### src/rtl/fwd_operand_unit_pkg.sv
// +----------------------------------------------------------------------------+
// | fwd_operand_unit_pkg : shared forward-select encodings for the EX forwarder |
// | rev 1.0                                                                     |
// +----------------------------------------------------------------------------+
`default_nettype none

package fwd_operand_unit_pkg;
  localparam logic [1:0] c_sel_cap = 2'b00;  // operand captured at issue
  localparam logic [1:0] c_sel_mem = 2'b01;  // operand from EX/MEM buffer
  localparam logic [1:0] c_sel_wb  = 2'b10;  // operand from MEM/WB write-back
endpackage

`default_nettype wire

### src/rtl/fwd_operand_unit_src_sel.sv
// +----------------------------------------------------------------------------+
// | fwd_operand_unit_src_sel : match, priority and capture for one source      |
// | rev 1.0                                                                     |
// +----------------------------------------------------------------------------+
`default_nettype none

module fwd_operand_unit_src_sel
  import fwd_operand_unit_pkg::*;
#(
  parameter int DATA_W   = 16,
  parameter int REG_AW   = 3,
  parameter int ZERO_REG = 1
) (
  input  logic              i_clk,
  input  logic              i_rst_n,
  input  logic              i_accept,
  input  logic [REG_AW-1:0] i_src,
  input  logic [DATA_W-1:0] i_rf_data,
  input  logic [DATA_W-1:0] i_mem_data,
  input  logic [DATA_W-1:0] i_wb_data,
  input  logic              i_ex_valid,
  input  logic              i_ex_we,
  input  logic              i_ex_is_load,
  input  logic [REG_AW-1:0] i_ex_dst,
  input  logic              i_mem_valid,
  input  logic              i_mem_we,
  input  logic [REG_AW-1:0] i_mem_dst,
  input  logic              i_wb_valid,
  input  logic              i_wb_we,
  input  logic [REG_AW-1:0] i_wb_dst,
  input  logic              i_op_en,
  output logic              o_load_hit,
  output logic [1:0]        o_sel,
  output logic [DATA_W-1:0] o_op
);

  logic              w_src_zero;
  logic              w_hit_ex;
  logic              w_hit_mem;
  logic              w_hit_wb;
  logic [1:0]        w_sel_nxt;
  logic [DATA_W-1:0] w_cap_nxt;
  logic [1:0]        r_sel;
  logic [DATA_W-1:0] r_cap;

  assign w_src_zero = (ZERO_REG != 0) && (i_src == '0);
  assign w_hit_ex   = i_ex_valid  & i_ex_we  & (i_ex_dst  == i_src) & ~w_src_zero;
  assign w_hit_mem  = i_mem_valid & i_mem_we & (i_mem_dst == i_src) & ~w_src_zero;
  assign w_hit_wb   = i_wb_valid  & i_wb_we  & (i_wb_dst  == i_src) & ~w_src_zero;
  assign o_load_hit = w_hit_ex & i_ex_is_load;

  // Youngest producer wins; a WB hit is bypassed because the RF read misses it.
  always_comb begin
    w_sel_nxt = c_sel_cap;
    w_cap_nxt = i_rf_data;
    if (w_hit_ex) begin
      w_sel_nxt = c_sel_mem;
    end else if (w_hit_mem) begin
      w_sel_nxt = c_sel_wb;
    end else if (w_hit_wb) begin
      w_cap_nxt = i_wb_data;
    end
  end

  always_ff @(posedge i_clk or negedge i_rst_n) begin
    if (!i_rst_n) begin
      r_sel <= c_sel_cap;
      r_cap <= '0;
    end else if (i_accept) begin
      r_sel <= w_sel_nxt;
      r_cap <= w_cap_nxt;
    end else begin
      r_sel <= c_sel_cap;
      r_cap <= '0;
    end
  end

  always_comb begin
    o_op  = '0;
    o_sel = c_sel_cap;
    if (i_op_en) begin
      o_sel = r_sel;
      case (r_sel)
        c_sel_mem: o_op = i_mem_data;
        c_sel_wb:  o_op = i_wb_data;
        default:   o_op = r_cap;
      endcase
    end
  end

endmodule

`default_nettype wire

### src/rtl/fwd_operand_unit.sv
// +----------------------------------------------------------------------------+
// | fwd_operand_unit : EX-stage operand forwarding with load-use stall          |
// | rev 1.0                                                                     |
// +----------------------------------------------------------------------------+
`default_nettype none

module fwd_operand_unit
  import fwd_operand_unit_pkg::*;
#(
  parameter int DATA_W   = 16,
  parameter int REG_AW   = 3,
  parameter int NUM_SRC  = 2,
  parameter int ZERO_REG = 1
) (
  input  logic                      in_clk,
  input  logic                      in_rst_n,
  input  logic                      in_issue_valid,
  input  logic                      in_issue_is_load,
  input  logic                      in_issue_dst_we,
  input  logic [REG_AW-1:0]         in_issue_dst,
  input  logic [NUM_SRC*REG_AW-1:0] in_issue_src,
  input  logic [NUM_SRC*DATA_W-1:0] in_rf_data,
  input  logic [DATA_W-1:0]         in_mem_data,
  input  logic [DATA_W-1:0]         in_wb_data,
  input  logic                      in_flush,
  output logic                      out_stall,
  output logic                      out_ex_valid,
  output logic [NUM_SRC*DATA_W-1:0] out_op,
  output logic [NUM_SRC*2-1:0]      out_fwd_sel,
  output logic [REG_AW-1:0]         out_ex_dst,
  output logic                      out_ex_dst_we,
  output logic                      out_ex_is_load
);

  logic               r_ex_valid;
  logic               r_ex_we;
  logic               r_ex_is_load;
  logic [REG_AW-1:0]  r_ex_dst;
  logic               r_mem_valid;
  logic               r_mem_we;
  logic [REG_AW-1:0]  r_mem_dst;
  logic               r_wb_valid;
  logic               r_wb_we;
  logic [REG_AW-1:0]  r_wb_dst;
  logic [NUM_SRC-1:0] w_load_hit;
  logic               w_accept;

  // Flush wins over a load-use hit: nothing is held if the issue is squashed anyway.
  assign out_stall = in_issue_valid & ~in_flush & (|w_load_hit);
  assign w_accept  = in_issue_valid & ~in_flush & ~(|w_load_hit);

  always_ff @(posedge in_clk or negedge in_rst_n) begin
    if (!in_rst_n) begin
      r_ex_valid   <= 1'b0;
      r_ex_we      <= 1'b0;
      r_ex_is_load <= 1'b0;
      r_ex_dst     <= '0;
      r_mem_valid  <= 1'b0;
      r_mem_we     <= 1'b0;
      r_mem_dst    <= '0;
      r_wb_valid   <= 1'b0;
      r_wb_we      <= 1'b0;
      r_wb_dst     <= '0;
    end else begin
      r_ex_valid   <= w_accept;
      r_ex_we      <= w_accept & in_issue_dst_we;
      r_ex_is_load <= w_accept & in_issue_is_load;
      r_ex_dst     <= (w_accept & in_issue_dst_we) ? in_issue_dst : '0;
      r_mem_valid  <= r_ex_valid & ~in_flush;
      r_mem_we     <= r_ex_we;
      r_mem_dst    <= r_ex_dst;
      r_wb_valid   <= r_mem_valid;
      r_wb_we      <= r_mem_we;
      r_wb_dst     <= r_mem_dst;
    end
  end

  for (genvar k = 0; k < NUM_SRC; k++) begin : g_src
    fwd_operand_unit_src_sel #(
      .DATA_W   (DATA_W),
      .REG_AW   (REG_AW),
      .ZERO_REG (ZERO_REG)
    ) u_src_sel (
      .i_clk        (in_clk),
      .i_rst_n      (in_rst_n),
      .i_accept     (w_accept),
      .i_src        (in_issue_src[k*REG_AW +: REG_AW]),
      .i_rf_data    (in_rf_data[k*DATA_W +: DATA_W]),
      .i_mem_data   (in_mem_data),
      .i_wb_data    (in_wb_data),
      .i_ex_valid   (r_ex_valid),
      .i_ex_we      (r_ex_we),
      .i_ex_is_load (r_ex_is_load),
      .i_ex_dst     (r_ex_dst),
      .i_mem_valid  (r_mem_valid),
      .i_mem_we     (r_mem_we),
      .i_mem_dst    (r_mem_dst),
      .i_wb_valid   (r_wb_valid),
      .i_wb_we      (r_wb_we),
      .i_wb_dst     (r_wb_dst),
      .i_op_en      (r_ex_valid),
      .o_load_hit   (w_load_hit[k]),
      .o_sel        (out_fwd_sel[k*2 +: 2]),
      .o_op         (out_op[k*DATA_W +: DATA_W])
    );
  end

  assign out_ex_valid   = r_ex_valid;
  assign out_ex_dst     = r_ex_dst;
  assign out_ex_dst_we  = r_ex_we;
  assign out_ex_is_load = r_ex_is_load;

endmodule

`default_nettype wire

### config.mk
export PLATFORM = sky130hd
export DESIGN_NAME = fwd_operand_unit
export DESIGN_NICKNAME = d
export VERILOG_FILES = /design/src/rtl/fwd_operand_unit_pkg.sv /design/src/rtl/fwd_operand_unit_src_sel.sv /design/src/rtl/fwd_operand_unit.sv
export SDC_FILE = /design/constraint.sdc
export NUM_CORES = 1
export LEC_CHECK = 0
export BUFFER_PORTS_ARGS = -buffer_cell sky130_fd_sc_hd__buf_2
export CORE_ASPECT_RATIO = 0.6
export CORE_MARGIN = 3
export CORE_UTILIZATION = 25
export DETAILED_ROUTE_END_ITERATION = 7
export PLACE_DENSITY_LB_ADDON = 0.25
export SKIP_CTS_REPAIR_TIMING = 1
export SYNTH_ARGS = -nofsm -noshare
export SYNTH_HDL_FRONTEND = slang
export SYNTH_HIERARCHICAL = 1
export SYNTH_SLANG_ARGS = --single-unit
### constraint.sdc
create_clock -name in_clk -period 5.92 [get_ports in_clk]
set_input_delay 1.184 -clock in_clk [delete_from_list [all_inputs] [get_ports in_clk]]
set_output_delay 1.184 -clock in_clk [all_outputs]
set_load 0.05 [all_outputs]
==> results of run 1 <==
-- layout by cell type (no fill, tap or decap), types with 6 or more instances in the layout --
cell type and n:
nand2_1 102, buf_2 121, o21ai_0 32, mux2i_1 32, a22oi_1 32, inv_1 8
xnor2_1 6, dfrtp_1 52, and2_1 40, xor2_1 6, nor2_1 9
-- worst register-to-register path, stage by stage (launching register included) --
cell and delay [ns]:
dfrtp_1 1.01, o2111ai_1 0.23, nor3_1 0.64, and2_1 0.29, nor4b_4 0.06, buf_4 0.34, nand2_1 0.24, mux2i_1 0.09
-- metal layers --
layer  routed length (um)  global-route usage [%]  vias to the layer above
li1                     -                       -                     1468
met3                  710                   2.747                        7
met1                 5986                   24.03                     1375
met2                 4250                   19.81                      112
met4                   85                   2.792                        0
met5                    0                       0                        -
-- sequential cells by signal, summed over array words and instances (netlist names), 3 cells and up --
register / cells
g_src.u_src_sel/r_sel: 4
g_src.u_src_sel/r_cap: 32
r_mem_dst: 3
r_wb_dst: 3
out_ex_dst: 3
-- layout make-up --
cell class	instances	area share (%)
tap	165	5.035
clock inverter	2	0.3052
clock buffer	5	3.052
multi-input combinational	289	44.00
inverter	8	0.7324
timing repair buffer	123	15.14
sequential	52	31.74
-- kinds of logic (layout without fill, tap and decap cells) --
kind of cell / count (synthesis) / count (layout) / synth area share (%)
AO/OA/AOI/OAI: 74 / 74 / 15.83
XOR/XNOR: 12 / 12 / 3.196
adder cells (fa/ha/maj): 4 / 4 / 1.522
buffers and inverters: 36 / 138 / 5.556
flip-flops: 52 / 52 / 39.57
multiplexers: 32 / 32 / 9.741
AND/OR/NAND/NOR: 167 / 167 / 24.58
-- final timing paths --
| path | start | to | slack, ns | depth (start not counted) |
|---|---|---|---|---|
| worst max-delay path | in_issue_src[0] | out_stall | 1.67 | 8 |
| min in group asynchronous | in_rst_n | r_mem_dst[0] | 1.01 | 2 |
| max in group asynchronous | in_rst_n | g_src[0].u_src_sel/r_cap[4] | 4.45 | 2 |
| worst min-delay path | r_mem_we | r_wb_we | 0.44 | 0 |
| worst min register to register | r_mem_we | r_wb_we | 0.44 | 0 |
| worst max register to register | out_ex_valid | g_src[1].u_src_sel/r_cap[4] | 2.86 | 7 |
-- report_power, final --
part | switching (mW) | internal (mW) | leakage (nW) | total [mW]
combinational | 0.0754 | 0.0415 | 1.09 | 0.117
sequential | 0.00993 | 0.367 | 0.703 | 0.377
clock | 0.126 | 0.154 | 0.0657 | 0.280
==> results.md, run 1 <==
* Dominant cell type by area after synthesis: dfrtp_1
* Fillers at 1341
* Power Total at 773.8 uW
* Global-route wire length before repair at 16890 um
* Critical Path RT at 4.74 ns
* Placeable core area at 12450 sq um
* Final non-filler cell total at 644
* Root buffer cell: clkbuf_16
* Setup TNS at 0 ns
* CP delay by family, top: simple AND/OR/NAND/NOR gates
* Syn Nets at 460
* Seq/Total Area, Yosys at 39.57%
* Most frequent cells after synthesis: 102 x nand2_1, 52 x dfrtp_1, 40 x and2_1
* Post-layout util at 32.93%
* Worst setup margin at 1.669 ns
* Number of flops mapped to enable cells by yosys at 0
* #FFs+latches synth at 52
* Max Freq at 235.2 MHz
* GPL Wtd Cong at 0.8584
* Final period utilization at 71.81%
* DIE AREA at 14610 sq um
* Pwr dens at 188.7 nW/um^2
* Final Max Slew Viols at 0
* RSZ-0062 raised after global routing: no
* Setup CP Type: in2out
* Crit path max fanout at 5
* Syn_area_per_cell at 8.722 sq um
* VDD IR max at 0.09949 mV
* Count leader, synth: nand2_1
* CTS H-tree depth at 2
* Multi-input gate area in the final layout at 1804 sq um
* Clock skew at 0.004251 ns
* GRT overflow at 0
* Initial core utilization at 26.41%
* 1st-iter DRT viols at 254
* Crit path DAT at 3.07 ns
* Reg area at 1301 sq um
* Critical Path, Cell by Cell: buf_2, xnor2_1, o2111ai_1, nor3_1, and2_1, nor2_1, nor3b_1, buf_2
* Max-Cap Viols at 0
* Nets at 562
* Leakage at 1.855 nW
* All-Layer GR Usage at 14.78%
* Ranking of synthesized cells by area: dfrtp_1 40%, nand2_1 12%, mux2i_1 9.7%, and2_1 7.6%, a22oi_1 7.3%
* Post-Synthesis Cells at 377
* Area of the mapped netlist at 3288 sq um
* Area growth from synthesis to layout at 24.70%
* Fin area at 4100 sq um
* Rows at 31
* Die Wd at 154.1 um
* Endpoint class of the critical path: primary output
* Status: finished, final reports clean
* Initial antenna violation count at 0
* Cell count after placement at 637
* Port Buffer Count at 121
* Clk pin slew, worst setup/hold paths at 0.07 ns
* Antenna diodes at 0
* Placement Setup Slack at 1.672 ns
* DP Area at 3963 sq um
* CTS tree: built
* CTS buffer count at 5
* WL final at 11030 um
* Die Span Y at 94.84 um
* Io pins at 122
* Vias in the first global route at 2973
* Worst path bufs/invs at 2
* Slowest stage delay, CP at 0.64 ns
* Share of the synthesized area in the top cell type at 39.57%
* Largest net degree at the start of global routing at 75
* # DRC at 0
* Slowest stage cell, crit path: nor3_1
* Bufs on Longest Clock Path at 2
* Vias at 2962
* Hold Crit Class: reg2reg
* Final setup viols at 0
* Clk Latency, worst-skew pair at 0.29 ns
* Router iterations before antenna repair at 5
* Worst-margin pin slew at 1.006 ns
* Most used flip-flop cell after synthesis: dfrtp_1
* Max-slew headroom at 32.71%
* Post-route ant nets at 0
* Synth cell types at 28
* Fin Hold WS at 0.4409 ns
* # clock sinks at 52
* Vias per cell at 4.599
* Setup crit start kind: input pin
* Fin. Hold Viols at 0
* Final HPWL DP at 8751 um
* Share of cells above drive strength 1 at 29.23%
* Ys async rst share at 100.0%
* Cell repeated most along the worst path: buf_2
* Yosys warning count at 6
* Minimum clock period at 4.251 ns
* Routed WL per cell at 17.13 um
Power figures use the tool's default switching activity.
==> run 2: changes to the inputs <==
--- a/config.mk
+++ b/config.mk
@@ -5,6 +5,7 @@
 export SDC_FILE = /design/constraint.sdc
 export NUM_CORES = 1
 export LEC_CHECK = 0
+export ABC_AREA = 1
 export BUFFER_PORTS_ARGS = -buffer_cell sky130_fd_sc_hd__buf_2
 export CORE_ASPECT_RATIO = 0.6
 export CORE_MARGIN = 3
==> constraint.sdc (replaced) <==
create_clock -name in_clk -period 3.89 [get_ports in_clk]
set_input_delay 0.778 -clock in_clk [delete_from_list [all_inputs] [get_ports in_clk]]
set_output_delay 0.778 -clock in_clk [all_outputs]
set_load 0.05 [all_outputs]
==> run 2 against run 1 <==
Effect of this change:
- synthesized cell count rose by 52%
- via count up 26%
- clock power up 66%
- critical endpoint is now out_op[21]
- highest routed layer unchanged
==> results.md, run 2 <==
* Status: finished, final reports clean
* 1st-iter DRT viols at 276
* Max Freq at 323.0 MHz
* Endpoint class of the critical path: primary output
* R2R cell count at 12
* Syn Nets at 657
* Share of the synthesized area in the top cell type at 34.41%
* Syn_area_per_cell at 6.587 sq um
* GRT overflow at 0
* Setup CP Type: reg2out
* Minimum clock period at 3.096 ns
* Post-route ant nets at 0
* Critical Path RT at 3.11 ns
* Worst-margin pin slew at 0.6600 ns
* Setup TNS at 0 ns
* Initial core utilization at 25.84%
* Most frequent cells after synthesis: 126 x inv_1, 123 x nand2_1, 64 x a21oi_1
* Max-slew headroom at 56.00%
* Vias in the first global route at 3481
* Count leader, synth: inv_1
* Most used flip-flop cell after synthesis: dfrtp_1
* VDD IR max at 0.1584 mV
* Top flop regs: g_src.u_src_sel/r_cap (32), g_src.u_src_sel/r_sel (4)
* Nets at 761
* Rows at 34
* CTS H-tree depth at 2
* Final Max Slew Viols at 0
* Hold Crit Class: reg2reg
* Final setup viols at 0
* CTS buffer count at 5
* Io pins at 122
* Initial antenna violation count at 0
* Largest net degree at the start of global routing at 38
* Final period utilization at 79.59%
* Final HPWL DP at 10050 um
* Die Span Y at 101.3 um
* Reg with most FFs: g_src.u_src_sel/r_cap
* Pwr dens at 268.6 nW/um^2
* Synth cell types at 23
* Vias per cell at 4.257
* Max FFs per register at 32
* Hold Path Stages at 0
* Fin Hold WS at 0.4000 ns
* Dominant cell type by area after synthesis: dfrtp_1
* Ys async rst share at 100.0%
* Clock skew at 0.007952 ns
* Global-route wire length before repair at 20170 um
* Share of cells above drive strength 1 at 27.10%
* Most common cell after layout, fill and taps aside: inv_1
* Slack of the worst reg-to-reg path at 1.85 ns
* Most frequent cells in the layout: 126 x inv_1, 123 x nand2_1, 121 x buf_2
* Yosys warning count at 6
* Seq/Total Area, Yosys at 34.41%
* Fin. Hold Viols at 0
* Clk Latency, worst-skew pair at 0.29 ns
* Ranking of synthesized cells by area: dfrtp_1 34%, inv_1 13%, nand2_1 12%, a21oi_1 8.5%, nor2_1 5.9%
* Crit path DAT at 2.32 ns
* Router iterations before antenna repair at 5
* Setup crit start kind: flip-flop
* Max-Cap Viols at 0
* DIE AREA at 16680 sq um
* Routed WL per cell at 15.11 um
* RSZ-0062 raised after global routing: no
* Die Wd at 164.8 um
* CTS tree: built
* Fillers at 1659
* Number of flops mapped to enable cells by yosys at 0
* Leakage at 2.753 nW
* Vias at 3733
* WL final at 13250 um
* # clock sinks at 52
* Area of the mapped netlist at 3781 sq um
* GPL Wtd Cong at 0.8784
* Placeable core area at 14630 sq um
* Area growth from synthesis to layout at 22.63%
* Post-Synthesis Cells at 574
* Antenna diodes at 0
* Bufs on Longest Clock Path at 2
* # DRC at 0
* Port Buffer Count at 121
* Crit path max fanout at 17
* All-Layer GR Usage at 15.65%
* Clk pin slew, worst setup/hold paths at 0.07 ns
* #FFs+latches synth at 52
* Root buffer cell: clkbuf_16
[run 2: cell count changes in the layout (fill, tap and decap cells not counted), sizes merged, moves of 7 or more]
cell   previous run  this run
nand3             0         7
nor2              9        65
a21oi             2        66
and2             42         0
nand2           102       147
nand4             2        32
a22oi            32         0
mux2i            32         0
inv               8       135
[run 2: worst paths after layout]
check / startpoint / end
setup / recovery: g_src[1].u_src_sel/r_sel[0] / out_op[21]
hold / removal: r_mem_valid / r_wb_valid
setup reg to reg: out_ex_dst[2] / g_src[0].u_src_sel/r_cap[1]
hold reg to reg: r_mem_valid / r_wb_valid
max in group asynchronous: in_rst_n / g_src[0].u_src_sel/r_cap[8]
min in group asynchronous: in_rst_n / r_mem_dst[0]
[run 2: report_power, final]
group	total [mW]	switching (mW)	internal [mW]
registers	0.568	0.0104	0.558
logic	0.213	0.144	0.0692
clock network	0.464	0.219	0.245
[run 2: metrics by stage]
stage	area, sq um	setup slack (ns)	total power [mW]	util, %	cells
floorplan	3781	0.3699	0.6868	-	574
global placement	4484	1.017	0.7932	30.64	869
detailed placement	4484	1.003	0.7916	30.64	869
CTS	4637	0.8111	1.268	31.69	877
global route	4637	0.6082	1.307	31.69	877
finish	4637	0.7940	1.245	31.69	877
[run 2: layout make-up]
type / count / area, sq um / area share (%)
Multi-Input combinational cell: 358 / 1782 / 38.42
Timing Repair Buffer: 127 / 650.6 / 14.03
Tap cell: 198 / 247.7 / 5.343
Inverter: 134 / 503.0 / 10.85
Clock inverter: 3 / 27.53 / 0.5936
Clock buffer: 5 / 125.1 / 2.698
Sequential cell: 52 / 1301 / 28.06
[run 2: worst max-delay path, cell delays in order (launching register included)]
cell	delay (ns)
dfrtp_1	0.38
inv_1	0.06
ha_1	0.64
inv_1	0.36
o21ai_0	0.29
a21oi_1	0.09
buf_2	0.22
[run 2: logic make-up after synthesis]
group                      after synthesis  share of synthesized area, %
and+or+nand+nor                        252                         31.57
xor gates and xnor gates                 2                        0.4634
AOI/OAI and AO/OA                      100                         13.77
adders and majority gates                4                         1.324
buffers and inverters                  164                         18.46
DFF                                     52                         34.41
[run 2: per-layer routing]
layer / share of wire (%) / vias up / GRT usage (%)
met5: 0 / - / 0
met3: 5.2 / 2 / 2.370
met2: 41 / 95 / 22.77
met1: 53 / 1683 / 24.72
met4: 0.33 / 0 / 2.126
li1: - / 1953 / -
==> run 3: changes to the inputs <==
==> constraint.sdc (replaced) <==
create_clock -name in_clk -period 2.9 [get_ports in_clk]
set_input_delay 0.58 -clock in_clk [delete_from_list [all_inputs] [get_ports in_clk]]
set_output_delay 0.58 -clock in_clk [all_outputs]
set_load 0.05 [all_outputs]
==> run 3 against run 2 <==
Effect of this change:
- global-route usage about the same
- setup slack worse by 0.53 ns
- critical endpoint is now out_op[2]
- register-to-register slack got worse by 0.78 ns
- wire length is 0.57% lower
- clock skew fell by 0.0015 ns
- core utilization grew 0.27 points
- sequential cell count unchanged
- total power grew 35%
- cell count is 0.57% higher
- cell area grew 0.84%
- non-clock buffer count increased by 4
==> results.md, run 3 (synthesized netlist as in run 2, its figures left out) <==
* Port Buffer Count at 121
* Die Wd at 164.8 um
* Routed WL per cell at 14.94 um
* Worst-margin pin slew at 0.6988 ns
* Reg2reg start: r_wb_dst[1]
* Rows at 34
* Max-Cap Viols at 0
* Final setup viols at 0
* All-Layer GR Usage at 15.69%
* Minimum clock period at 2.637 ns
* Area growth from synthesis to layout at 23.66%
* Final Max Slew Viols at 0
* Fin. Hold Viols at 0
* Max Freq at 379.2 MHz
* Root buffer cell: clkbuf_16
* Leakage at 2.777 nW
* Vias at 3767
* Fin Hold WS at 0.3972 ns
* Clk Latency, worst-skew pair at 0.29 ns
* Placeable core area at 14630 sq um
* Clk pin slew, worst setup/hold paths at 0.08 ns
* Router iterations before antenna repair at 5
* Fillers at 1657
* Most common cell after layout, fill and taps aside: inv_1
* Reg area at 1301 sq um
* DIE AREA at 16680 sq um
* Setup crit start kind: flip-flop
* Endpoint class of the critical path: primary output
* RSZ-0062 raised after global routing: no
* Setup CP Type: reg2out
* VDD IR max at 0.1550 mV
* Slack of the worst reg-to-reg path at 1.07 ns
* Crit path DAT at 2.06 ns
* # clock sinks at 52
* Io pins at 122
* Hold Crit Class: in2async
* Initial antenna violation count at 1
* Vias per cell at 4.271
* Crit path launch: g_src[0].u_src_sel/r_sel[0]
* Die Span Y at 101.3 um
* Final HPWL DP at 10070 um
* Bufs on Longest Clock Path at 2
* WL final at 13180 um
* Initial core utilization at 25.84%
* CTS buffer count at 5
* CTS H-tree depth at 2
* Status: finished, final reports clean
* Top flop regs: g_src.u_src_sel/r_cap (32), g_src.u_src_sel/r_sel (4)
* Crit path max fanout at 16
* Max FFs per register at 32
* Worst Setup EP: out_op[2]
* Nets at 765
* Max-slew headroom at 53.41%
* R2R Path End: g_src[0].u_src_sel/r_cap[6]
* Reg with most FFs: g_src.u_src_sel/r_cap
* # DRC at 0
* CTS tree: built
* Largest net degree at the start of global routing at 53
* GPL Wtd Cong at 0.9320
* Setup TNS at 0 ns
* Post-route ant nets at 0
* Multi-input gate area in the final layout at 1787 sq um
* GRT overflow at 0
* Vias in the first global route at 3436
* 1st-iter DRT viols at 409
* R2R cell count at 10
* Most frequent cells in the layout: 126 x inv_1, 123 x nand2_1, 121 x buf_2
* Critical Path RT at 2.32 ns
* Clock skew at 0.006443 ns
* Final period utilization at 90.93%
* Share of cells above drive strength 1 at 27.67%
* Global-route wire length before repair at 20300 um
* Pwr dens at 359.1 nW/um^2
-- run 3: cell count changes in the layout (fill, tap and decap cells not counted), sizes merged --
cell | before | now
buf | 127 | 131
inv | 135 | 137
clkinv | 1 | 0
clkinvlp | 1 | 0
diode | 0 | 1
-- run 3: stage by stage --
| step | instances | instance area, sq um | total power [mW] | util [%] | worst slack [ns] |
|---|---|---|---|---|---|
| finish | 882 | 4676 | 1.679 | 31.95 | 0.2631 |
| global placement | 873 | 4519 | 1.062 | 30.88 | 0.6376 |
| CTS | 881 | 4673 | 1.704 | 31.93 | 0.3084 |
| global route | 882 | 4676 | 1.774 | 31.95 | 0.08375 |
| detailed placement | 873 | 4519 | 1.058 | 30.88 | 0.6303 |
| floorplan | 574 | 3786 | 0.9213 | - | 0.01297 |
-- run 3: worst min-delay path by stage --
stage                           start                     endpoint  cells after the start
after floorplan              in_rst_n  g_src[0].u_src_sel/r_cap[0]                      0
after global placement       r_mem_we                      r_wb_we                      0
after detailed placement  r_mem_valid                   r_wb_valid                      0
after CTS                 r_mem_valid                   r_wb_valid                      0
after global routing      r_mem_valid                   r_wb_valid                      0
final                        in_rst_n                 r_mem_dst[0]                      2
-- run 3: layout make-up --
type,count,share of cell area (%)
Antenna cell,1,0.05352
Clock buffer,5,2.676
Clock inverter,3,0.6155
Inverter,134,10.76
Multi-Input combinational cell,358,38.21
Sequential cell,52,27.83
Tap cell,198,5.298
Timing Repair Buffer,131,14.56
-- run 3: where the power goes --
group          switching (mW)  internal (mW)
Sequential             0.0162          0.748
Clock                   0.301          0.334
Combinational           0.188         0.0929
Total                   0.504           1.17
-- run 3: layer usage --
metal / track usage (%) / wire length [um]
met5: 0 / 0
met4: 2.448 / 68
met2: 20.85 / 5206
met1: 26.11 / 7021
met3: 2.575 / 880
-- run 3: critical path, stage by stage (launching register included) --
cell     delay [ns]
dfrtp_1        0.37
inv_1          0.05
ha_1           0.30
inv_1          0.37
o21ai_0        0.14
a21oi_1        0.22
buf_2          0.32
